$ cat src/rtl/rf_pkg.sv
// Shared register-file writeback definitions: widths and writeback source encoding.
package rf_pkg;
  localparam int unsigned XLEN   = 32;
  localparam int unsigned REG_AW = 5;
  localparam int unsigned NREG   = 1 << REG_AW;

  typedef enum logic {
    WB_SRC_A = 1'b0,
    WB_SRC_B = 1'b1
  } wb_src_e;
endpackage

$ cat src/rtl/regfile_scoreboard.sv
// Busy scoreboard for outstanding B writebacks: set/clear priority, decode stall
// compare and the sticky protocol-error flag.
module regfile_scoreboard #(
  parameter int unsigned REG_AW = rf_pkg::REG_AW
) (
  input  logic                     clk,
  input  logic                     rst,
  input  logic                     alloc_valid,
  input  logic [REG_AW-1:0]        alloc_rd,
  input  logic                     clr_valid,
  input  logic [REG_AW-1:0]        clr_rd,
  input  logic                     a_fire,
  input  logic [REG_AW-1:0]        a_rd,
  input  logic                     b_fire,
  input  logic [REG_AW-1:0]        b_rd,
  input  logic [REG_AW-1:0]        rs1,
  input  logic [REG_AW-1:0]        rs2,
  output logic                     stall,
  output logic [(1<<REG_AW)-1:0]   busy_mask,
  output logic                     sb_err
);
  localparam int unsigned NREG = 1 << REG_AW;

  logic [NREG-1:0] busy;
  logic [NREG-1:0] busy_next;
  logic            err_now;

  // Set is applied after clear so a same-edge alloc to a committing index wins.
  always_comb begin
    busy_next = busy;
    if (clr_valid) busy_next[clr_rd] = 1'b0;
    if (alloc_valid && alloc_rd != '0) busy_next[alloc_rd] = 1'b1;
    busy_next[0] = 1'b0;

    err_now = 1'b0;
    if (alloc_valid && alloc_rd != '0 && busy[alloc_rd] &&
        !(clr_valid && clr_rd == alloc_rd)) err_now = 1'b1;
    if (b_fire && b_rd != '0 && !busy[b_rd]) err_now = 1'b1;
    if (a_fire && a_rd != '0 && busy[a_rd]) err_now = 1'b1;
  end

  always_ff @(posedge clk or posedge rst) begin
    if (rst) begin
      busy   <= '0;
      sb_err <= 1'b0;
    end else begin
      busy <= busy_next;
      if (err_now) sb_err <= 1'b1;
    end
  end

  assign stall     = (rs1 != '0 && busy[rs1]) || (rs2 != '0 && busy[rs2]);
  assign busy_mask = busy;
endmodule

$ cat src/rtl/regfile_wb_arbiter.sv
// Shares the register-file write port between the single-cycle A path and the
// multi-cycle B path, with a one-cycle registered write and a busy scoreboard.
module regfile_wb_arbiter #(
  parameter int unsigned XLEN   = rf_pkg::XLEN,
  parameter int unsigned REG_AW = rf_pkg::REG_AW,
  parameter bit          RR_EN  = 1'b1
) (
  input  logic                   clk,
  input  logic                   rst,
  input  logic                   a_valid,
  output logic                   a_ready,
  input  logic [REG_AW-1:0]      a_rd,
  input  logic [XLEN-1:0]        a_data,
  input  logic                   b_valid,
  output logic                   b_ready,
  input  logic [REG_AW-1:0]      b_rd,
  input  logic [XLEN-1:0]        b_data,
  input  logic                   alloc_valid,
  input  logic [REG_AW-1:0]      alloc_rd,
  input  logic [REG_AW-1:0]      rs1,
  input  logic [REG_AW-1:0]      rs2,
  output logic                   stall,
  output logic                   RegWrite,
  output logic [REG_AW-1:0]      wr_rd,
  output logic [XLEN-1:0]        write_data,
  output logic [(1<<REG_AW)-1:0] busy_mask,
  output logic                   sb_err
);
  import rf_pkg::*;

  logic    grant_a;
  logic    grant_b;
  wb_src_e last_grant;
  wb_src_e out_src;

  always_comb begin
    grant_a = 1'b0;
    grant_b = 1'b0;
    if (!rst) begin
      if (a_valid && b_valid) begin
        if (RR_EN && last_grant == WB_SRC_A) grant_b = 1'b1;
        else                                 grant_a = 1'b1;
      end else begin
        grant_a = a_valid;
        grant_b = b_valid;
      end
    end
  end

  assign a_ready = grant_a;
  assign b_ready = grant_b;

  // Writes to x0 are accepted and update last_grant but never raise RegWrite.
  always_ff @(posedge clk or posedge rst) begin
    if (rst) begin
      RegWrite   <= 1'b0;
      wr_rd      <= '0;
      write_data <= '0;
      out_src    <= WB_SRC_A;
      last_grant <= WB_SRC_B;
    end else if (grant_a) begin
      RegWrite   <= (a_rd != '0);
      wr_rd      <= a_rd;
      write_data <= a_data;
      out_src    <= WB_SRC_A;
      last_grant <= WB_SRC_A;
    end else if (grant_b) begin
      RegWrite   <= (b_rd != '0);
      wr_rd      <= b_rd;
      write_data <= b_data;
      out_src    <= WB_SRC_B;
      last_grant <= WB_SRC_B;
    end else begin
      RegWrite   <= 1'b0;
    end
  end

  regfile_scoreboard #(.REG_AW(REG_AW)) u_sb (
    .clk         (clk),
    .rst         (rst),
    .alloc_valid (alloc_valid),
    .alloc_rd    (alloc_rd),
    .clr_valid   (RegWrite && out_src == WB_SRC_B),
    .clr_rd      (wr_rd),
    .a_fire      (grant_a),
    .a_rd        (a_rd),
    .b_fire      (grant_b),
    .b_rd        (b_rd),
    .rs1         (rs1),
    .rs2         (rs2),
    .stall       (stall),
    .busy_mask   (busy_mask),
    .sb_err      (sb_err)
  );
endmodule

$ cat config.mk
export PLATFORM = sky130hd
export DESIGN_NAME = regfile_wb_arbiter
export DESIGN_NICKNAME = d
export VERILOG_FILES = /design/src/rtl/rf_pkg.sv /design/src/rtl/regfile_scoreboard.sv /design/src/rtl/regfile_wb_arbiter.sv
export SDC_FILE = /design/constraint.sdc
export NUM_CORES = 1
export LEC_CHECK = 0
export CAP_MARGIN = 20
export CORE_MARGIN = 1.5
export CORE_UTILIZATION = 45
export CTS_CLUSTER_SIZE = 10
export DETAILED_ROUTE_END_ITERATION = 10
export DONT_BUFFER_PORTS = 1
export SYNTH_ARGS = -nofsm -noshare
export SYNTH_HDL_FRONTEND = slang
export SYNTH_SLANG_ARGS = --single-unit
export TNS_END_PERCENT = 100
$ cat constraint.sdc
create_clock -name clk -period 4.89 [get_ports clk]
set_input_delay 0.978 -clock clk [delete_from_list [all_inputs] [get_ports clk]]
set_output_delay 0.978 -clock clk [all_outputs]
set_load 0.02 [all_outputs]
==> flow_metrics.tcl, run 1 <==
set metrics [dict create \
    yosys_warn_count 0 \
    crit_path_cell_trace "inv_2, and3_2" \
    worstPathMaxFanout 43 \
    detail_route.vias_per_cell 6.61 \
    wl_per_cell_um 23.2 \
    antenna-diode-count 0 \
    net-switching-power_w 0.000999 \
    clock_tree_from_tritoncts "yes" \
    critical_path_required_ns 3.91 \
    ys_seq_elements 72 \
    grt_setup_unrepaired "no" \
    path_class "input pin to output pin" \
    status "complete, no violations" \
    die_w_um 103 \
    slew-limit-headroom_pct 43.6 \
    gp_congestion 0.859 \
    flop_to_flop_setup_slack_ns 2.75 \
    reg2reg_depth 6 \
    filler_cell_count 930 \
    hold_violations 0 \
    worst_setup_path_end_kind "output pin" \
    vias 3782 \
    io_pins 168 \
    hp-class "register to register" \
    clock_skew_ns 0.0220 \
    design.final.nets 528 \
    layout-drive-gt1-share_pct 13.2 \
    leakage_nw 1.82 \
    critical_path_arrival_ns 2.37 \
    worst-path-buf-inv 1 \
    grt_overflow 0 \
    clock_insertion_delay_worst_skew_ns 0.36 \
    cell_internal_pwr_w 0.00125 \
    power.density_nw_per_um2 480 \
    number_of_placement_rows 36 \
    number_of_antenna_violations_at_the_first_check_in_global_routing 0 \
    max_rail_drop_vdd_v 0.000184 \
    antenna_left 0 \
    core_um2 9730 \
    finalSetupTns_ns 0 \
    maxCapViolations 0 \
    sequential_cell_area_um2 1800 \
    drtPass1Iterations 5 \
    grt_start_max_net_pins 44 \
    startpoint_type "input pin" \
    comb_power_share_pct 23.3 \
    postSynthNetCount 550 \
    initial_utilization_pct 46.1 \
    total_power_w 0.00225 \
    drc 0 \
    dieArea_um2 10600 \
    cpPeakStageDelay_ns 0.89 \
    worst_setup_path_startpoint "rst" \
    post_synthesis_instance_area_um2 4480 \
    synth.distinct_cells 48 \
    cts-buffers-inserted 9 \
    postSynth.asyncResetShare_pct 100 \
    first_pass_grt_wire_length_um 19600 \
    fin_crit_sh_pct 68.4 \
    netlist.top_cell.by_area "dfrtp_1" \
    portion_of_total_power_attributed_to_the_clock_network_pct 19.8 \
    grt_resource_usage_total_pct 24.9 \
    cts.path.max_buffers 2 \
    synth.top_cells.by_area "dfrtp_1, mux4_2, o21ai_0, nand2_1, a22oi_1" \
    r2r-end "u_sb.sb_err" \
    multi_input_comb_area_um2 2520 \
    regToRegStartpoint "last_grant" \
    drv_slew 0 \
    hpwlAfterDp_um 9250 \
    number_of_synthesized_flops_with_an_enable_pin 0 \
    dominant_delay_contributor_by_cell_family_on_the_critical_path "simple AND/OR/NAND/NOR gates" \
    finalWirelength_um 13300 \
    number_of_global_route_vias_before_repair 3545 \
    utilization_of_the_core_after_routing_pct 48.3 \
    fp.dieH_um 103 \
    area_growth_pct 4.74 \
    p_seq_share_pct 56.9 \
    cts_setup_buffers 0 \
    clockRootBuffer "clkbuf_8" \
    cts_hold_buf 0 \
    first_iter_violations 447 \
    postcts_resize_cnt 0 \
    yosys.cell_count.top_type "nand2_1" \
    fmax_mhz 299 \
    portion_of_synthesized_cell_area_occupied_by_the_leading_cell_type_pct 39.6 \
    cp_slowest_cell "and3_2" \
    clk_transition_reported_paths_ns 0.07 \
    avg_inst_size_synth_um2 9.83 \
    total_of_buffers_placed_on_input_and_output_ports 0 \
    synth_cells 456 \
    h-tree-depth 3 \
    post_synth_most_frequent_cells "nand2_1, o21ai_0, dfrtp_1" \
    critPathCapture "b_ready" \
    period_minus_slack_ns 3.34 \
    actual_transition_at_the_worst_max_transition_pin_ns 0.846 \
    dominantRegCellSynth "dfrtp_1" \
    timing.final.setup_violations 0 \
    worstSetupPathDepth 2 \
    swShare_pct 44.3 \
    cts_sinks 72 \
    synth_sequential_area_ratio_pct 40.2 \
]
-- how the worst min path moves through the flow --
stage | slack [ns] | cells past startpoint | startpoint | to
after floorplan | 0.49 | 1 | out_src | out_src
after global placement | 0.51 | 1 | last_grant | last_grant
after detailed placement | 0.51 | 1 | last_grant | last_grant
after CTS | 0.52 | 1 | last_grant | last_grant
after global routing | 0.53 | 1 | last_grant | last_grant
final | 0.52 | 1 | last_grant | last_grant
-- flip-flops by register name, indices dropped and copies added (netlist names) --
signal,cells
wr_rd,5
u_sb.busy_mask,31
RegWrite,1
out_src,1
u_sb.sb_err,1
last_grant,1
write_data,32
-- layout by cell type, fill, tap and decap left out, drive strengths merged, types with 3 or more instances in the layout --
cell type   n
nand2      87
o21ai      74
dfrtp      71
a22oi      37
mux4       28
mux2i      21
clkbuf     11
nand3b     10
nor2       10
a21oi       8
nand3       7
or3b        6
inv         6
mux2        5
xor2        5
nor3        4
a31oi       4
or3         3
nand4       3
nor3b       3
nor2b       3
-- cell type report --
class / count / area share, %
timing repair buffer: 2 / 0.320
sequential: 72 / 38.4
tap: 133 / 3.54
clock inverter: 5 / 0.826
clock buffer: 11 / 3.01
multi-input combinational: 345 / 53.6
inverter: 4 / 0.320
-- metal layers --
metal  wire [µm]  global-route usage (%)
met2        6210                    37.3
met5           0                       0
met4         223                    8.73
met3        1420                    8.20
met1        5420                    34.2
-- power groups by stage --
stage	clock, W	combinational, W	sequential, W
finish	0.000445	0.000525	0.00128
detailed placement	0	0.000522	0.00129
floorplan	0	0.000482	0.00112
CTS	0.000447	0.000525	0.00128
global route	0.000479	0.000590	0.00131
global placement	0	0.000511	0.00128
-- logic make-up after synthesis --
kind of cell | count (synthesis) | synth area share, %
other | 1 | 0.0836
AO/OA/AOI/OAI | 137 | 18.6
multiplexers | 54 | 20.4
XOR/XNOR | 5 | 0.977
flip-flops | 72 | 40.2
AND/OR/NAND/NOR | 148 | 16.0
buffers and inverters | 39 | 3.77
-- metrics by stage --
step	hold slack [ns]	worst slack, ns	cell area [µm²]	instances
CTS	0.522	1.51	4700	572
global route	0.533	1.32	4700	572
detailed placement	0.508	1.51	4520	556
floorplan	0.494	0.483	4480	456
finish	0.519	1.55	4700	572
global placement	0.507	1.55	4520	556
Note: power is estimated with default switching activity, not from simulation.
==> run 2, diff against run 1 <==
- clock period: 4.89 -> 3 ns (I/O delays scaled with it)
==> run 2 against run 1 <==
Clock skew fell by 0.012 ns. Wire length grew 8.5%. Cell count is 0.52% higher. Power grew 74%. Combinational power increased by 72%. First-iteration DRC count down 47%. Setup slack got worse by 1.5 ns. Die area unchanged. Critical path depth rose by 2. Sequential power increased by 61%. Count of clock-buffer cells in the layout fell by 1. Critical endpoint is now stall. Largest cell class unchanged. Largest power group unchanged.
==> flow_metrics.tcl, run 2 (synthesis results as in run 1) <==
set metrics [dict create \
    critical_path_arrival_ns 2.34 \
    number_of_antenna_violations_at_the_first_check_in_global_routing 0 \
    wl_per_cell_um 25.0 \
    postcts_resize_cnt 0 \
    total_power_w 0.00391 \
    dieArea_um2 10600 \
    r2r-end "u_sb.sb_err" \
    gp_congestion 0.915 \
    maxCapViolations 0 \
    hpwlAfterDp_um 10200 \
    regToRegStartpoint "last_grant" \
    worst_setup_path_end_kind "output pin" \
    drv_slew 0 \
    drtPass1Iterations 5 \
    vias 3881 \
    leakage_nw 1.86 \
    crit_path_cell_trace "mux4_1, mux4_2, nor2b_2, o221ai_2" \
    critical_path_required_ns 2.40 \
    clk_transition_reported_paths_ns 0.09 \
    cpPeakStageDelay_ns 0.59 \
    area_growth_pct 6.73 \
    hp-class "input pin to asynchronous set/reset pin" \
    sequential_cell_area_um2 1800 \
    instance_area_at_placement_um2 4540 \
    finalWirelength_um 14400 \
    clockRootBuffer "clkbuf_8" \
    die_w_um 103 \
    cts.path.max_buffers 2 \
    fin_crit_sh_pct 97.9 \
    slew-limit-headroom_pct 51.5 \
    first_pass_grt_wire_length_um 21000 \
    cts_setup_buffers 0 \
    layout-drive-gt1-share_pct 13.8 \
    filler_cell_count 913 \
    placed_cells 559 \
    max_rail_drop_vdd_v 0.000283 \
    worstPathMaxFanout 7 \
    drc 0 \
    timing.final.setup_violations 0 \
    grt_setup_unrepaired "no" \
    detail_route.vias_per_cell 6.75 \
    status "complete, no violations" \
    fp.dieH_um 103 \
    io_pins 168 \
    multi_input_comb_area_um2 2520 \
    clock_tree_from_tritoncts "yes" \
    total_of_buffers_placed_on_input_and_output_ports 0 \
    hold_violations 0 \
    final_cell_mix "nand2_1, o21ai_0, dfrtp_1" \
    path_class "register to output pin" \
    flop_to_flop_setup_slack_ns 1.03 \
    cts_sinks 72 \
    antenna_left 0 \
    clock_insertion_delay_worst_skew_ns 0.35 \
    reg2reg_depth 6 \
    initial_utilization_pct 46.1 \
    period_minus_slack_ns 2.94 \
    cts_hold_buf 0 \
    number_of_global_route_vias_before_repair 3731 \
    cp_slowest_cell "mux4_1" \
    number_of_placement_rows 36 \
    grt_overflow 0 \
    largest_reg_flops 32 \
    first_iter_violations 236 \
    h-tree-depth 3 \
    power.density_nw_per_um2 817 \
    layout.cells.most_common "nand2_1" \
    design.final.nets 531 \
    grt_start_max_net_pins 58 \
    cts-buffers-inserted 9 \
    core_um2 9730 \
    antenna-diode-count 0 \
    fmax_mhz 341 \
    regMostFlops "write_data" \
    startpoint_type "register" \
    design_area_um2 4780 \
    instances_no_fill 575 \
    clock_skew_ns 0.00995 \
    worst_setup_path_startpoint "u_sb.busy_mask[30]" \
    grt_resource_usage_total_pct 27.1 \
    actual_transition_at_the_worst_max_transition_pin_ns 0.728 \
]
==> run 2: through the flow <==
step                hold slack (ns)  setup WS (ns)  util (%)  TNS, ns
finish                        0.102         0.0634      49.2        0
global route                  0.111         0.0303      49.2        0
CTS                          0.0948         0.0708      49.2        0
detailed placement            0.481          0.395      46.7        0
global placement              0.477          0.453      46.7        0
floorplan                     0.494       -0.00272         -  -0.0455
==> run 2: where the power goes <==
group / total, W / leakage, nW / switching [W] / internal [W]
logic: 0.000903 / 0.942 / 0.000406 / 0.000498
registers: 0.00206 / 0.796 / 0.000832 / 0.00123
clock network: 0.000949 / 0.117 / 0.000392 / 0.000557
==> run 2: layout make-up <==
| class | instances | share of cell area [%] |
|---|---|---|
| clock buffer | 10 | 2.67 |
| clock inverter | 6 | 2.41 |
| inverter | 4 | 0.392 |
| multi-input combinational | 345 | 52.6 |
| sequential | 72 | 37.7 |
| tap | 133 | 3.48 |
| timing repair buffer | 5 | 0.785 |
==> run 2: worst max-delay path by stage <==
| stage | endpoint | cells past startpoint |
|---|---|---|
| after floorplan | write_data[0] | 7 |
| after global placement | stall | 4 |
| after detailed placement | stall | 4 |
| after CTS | stall | 4 |
| after global routing | stall | 4 |
| final | stall | 4 |
==> run 2: routing by layer <==
layer	track usage (%)	part of all wire, %	vias to the layer above
li1	-	-	1673
met1	34.6	38	1899
met2	42.8	47	268
met3	8.14	12	41
met4	11.9	3.0	0
met5	0	0	-
==> run 2: worst max-delay path, delay by kind of cell, from the launching register on <==
family	cells	cell delay (ns)
AOI/OAI and AO/OA	1	0.18
DFF	1	0.54
muxes	2	1.13
and+or+nand+nor	1	0.14
==> run 3, diff against run 2 <==
- CORE_UTILIZATION: 45 -> 35
==> run 3 against run 2 <==
Non-clock buffer count rose by 6. Utilization fell by 9.7 points. Power rose by 7.9%. Wire length rose by 2.8%. Cell count rose by 7.8%. Register-to-register slack got worse by 0.06 ns. Sequential share of layout area fell by 1.3 points. Clock power rose by 21%. Die area rose by 28%. Critical endpoint unchanged. Via count rose by 0.75%. Largest power group unchanged. First-iteration DRC count rose by 97%.
==> flow_metrics.tcl, run 3 (synthesis results as in run 1) <==
set metrics [dict create \
    largest_reg_flops 32 \
    first_pass_grt_wire_length_um 21200 \
    fin_worst_hold_slack_ns 0.389 \
    filler_cell_count 1235 \
    drc 0 \
    max_rail_drop_vdd_v 0.000479 \
    h-tree-depth 3 \
    drtPass1Iterations 7 \
    gp_congestion 0.888 \
    fin_crit_sh_pct 94.3 \
    worstPathMaxFanout 7 \
    groute.layer.met3.usage_pct 8.56 \
    instance_area_at_placement_um2 4650 \
    hpwlAfterDp_um 10900 \
    dominant_delay_contributor_by_cell_family_on_the_critical_path "multiplexers" \
    antenna_left 0 \
    grt_start_max_net_pins 73 \
    crit_path_cell_trace "mux4_1, mux4_2, nor2b_2, o221ai_2" \
    design.final.nets 537 \
    hold_violations 0 \
    clockRootBuffer "clkbuf_16" \
    layout-drive-gt1-share_pct 14.7 \
    path_class "register to output pin" \
    power.density_nw_per_um2 851 \
    drv_slew 0 \
    hp-class "input pin to register" \
    core_um2 12600 \
    clock_skew_ns 0.00777 \
    first_iter_violations 464 \
    grt_setup_unrepaired "no" \
    clk_transition_reported_paths_ns 0.06 \
    total_power_w 0.00422 \
    regMostFlops "write_data" \
    grt_overflow 0 \
    clock_insertion_delay_worst_skew_ns 0.34 \
    antenna-diode-count 0 \
    final_cell_mix "nand2_1, o21ai_0, dfrtp_1" \
    startpoint_type "register" \
    busiest_layer "met2" \
    number_of_placement_rows 41 \
    fp.dieH_um 116 \
    setup_ws_ns 0.172 \
    worst-path-buf-inv 0 \
    cts-buffers-inserted 9 \
    worst_setup_path_end_kind "output pin" \
    cpPeakStageDelay_ns 0.56 \
    gr-usage-met1_pct 27.6 \
    area_growth_pct 10.7 \
    fmax_mhz 354 \
    cts_setup_buffers 0 \
    initial_utilization_pct 35.7 \
    layout.cells.most_common "nand2_1" \
    wl_per_cell_um 23.9 \
    vias 3910 \
    grt_resource_usage_total_pct 21.4 \
    finalSetupTns_ns 0 \
    die_w_um 116 \
    dpl_worst_slack_ns 0.458 \
    status "complete, no violations" \
    postcts_resize_cnt 0 \
    cp_slowest_cell "mux4_1" \
    number_of_global_route_vias_before_repair 3559 \
    grtUsageMet2_pct 32.5 \
    cts_sinks 72 \
    number_of_antenna_violations_at_the_first_check_in_global_routing 0 \
    finalWirelength_um 14800 \
    cts_hold_buf 0 \
    design_area_um2 4960 \
    slew-limit-headroom_pct 37.7 \
    timing.final.setup_violations 0 \
    clock_tree_from_tritoncts "yes" \
    actual_transition_at_the_worst_max_transition_pin_ns 0.935 \
    total_of_buffers_placed_on_input_and_output_ports 0 \
    cts.path.max_buffers 2 \
    detail_route.vias_per_cell 6.31 \
    maxCapViolations 0 \
    leakage_nw 1.92 \
    dieArea_um2 13500 \
    period_minus_slack_ns 2.83 \
    io_pins 168 \
    critical_path_required_ns 2.40 \
    critical_path_arrival_ns 2.23 \
]
[run 3: changes by cell type in the layout (fill, tap and decap cells not counted)]
| cell | change |
|---|---|
| clkbuf_16 | +9 |
| clkbuf_8 | -9 |
| buf_4 | +5 |
| buf_12 | +1 |
| bufinv_16 | -1 |
| clkbuf_1 | +1 |
| clkinv_2 | +1 |
| inv_6 | -1 |
[run 3: worst reg2reg max path: cells and delay by family, from the launching register on]
family	cells	cell delay, ns
DFF	1	0.45
and+or+nand+nor	2	0.49
AOI/OAI and AO/OA	2	0.27
buffers and inverters	1	0.22
muxes	1	0.46
[run 3: power by group]
| group | total [W] | switching (W) | internal [W] |
|---|---|---|---|
| combinational | 0.00108 | 0.000533 | 0.000546 |
| sequential | 0.00199 | 0.000759 | 0.00123 |
| clock | 0.00115 | 0.000424 | 0.000729 |
[run 3: worst paths after layout]
kind,start,endpoint,slack (ns),cells past startpoint
max,u_sb.busy_mask[30],stall,0.17,4
min,b_data[1],write_data[1],0.39,2
max reg2reg,u_sb.busy_mask[9],u_sb.sb_err,0.97,6
min reg2reg,last_grant,last_grant,0.52,1
max in group asynchronous,rst,u_sb.busy_mask[26],1.90,2
min in group asynchronous,rst,write_data[10],0.51,2
[run 3: stage by stage]
stage          instances  util, %
3_5_place_dp         604     37.0
4_1_cts              620     39.5
5_1_grt              620     39.5
3_3_place_gp         604     37.0
2_1_floorplan        456        -
6_report             620     39.5
[run 3: cell type report]
class / count / area (µm²) / area share [%]
Multi-Input combinational cell: 345 / 2520 / 50.7
Sequential cell: 72 / 1800 / 36.3
Clock buffer: 11 / 233 / 4.69
Tap cell: 172 / 215 / 4.34
Timing Repair Buffer: 11 / 95.1 / 1.92
Clock inverter: 5 / 81.3 / 1.64
Inverter: 4 / 18.8 / 0.378
[run 3: routing by layer]
layer	vias up	share of wire (%)
met5	-	0
met4	0	1.9
met3	26	13
met2	237	47
met1	1955	38
li1	1692	-
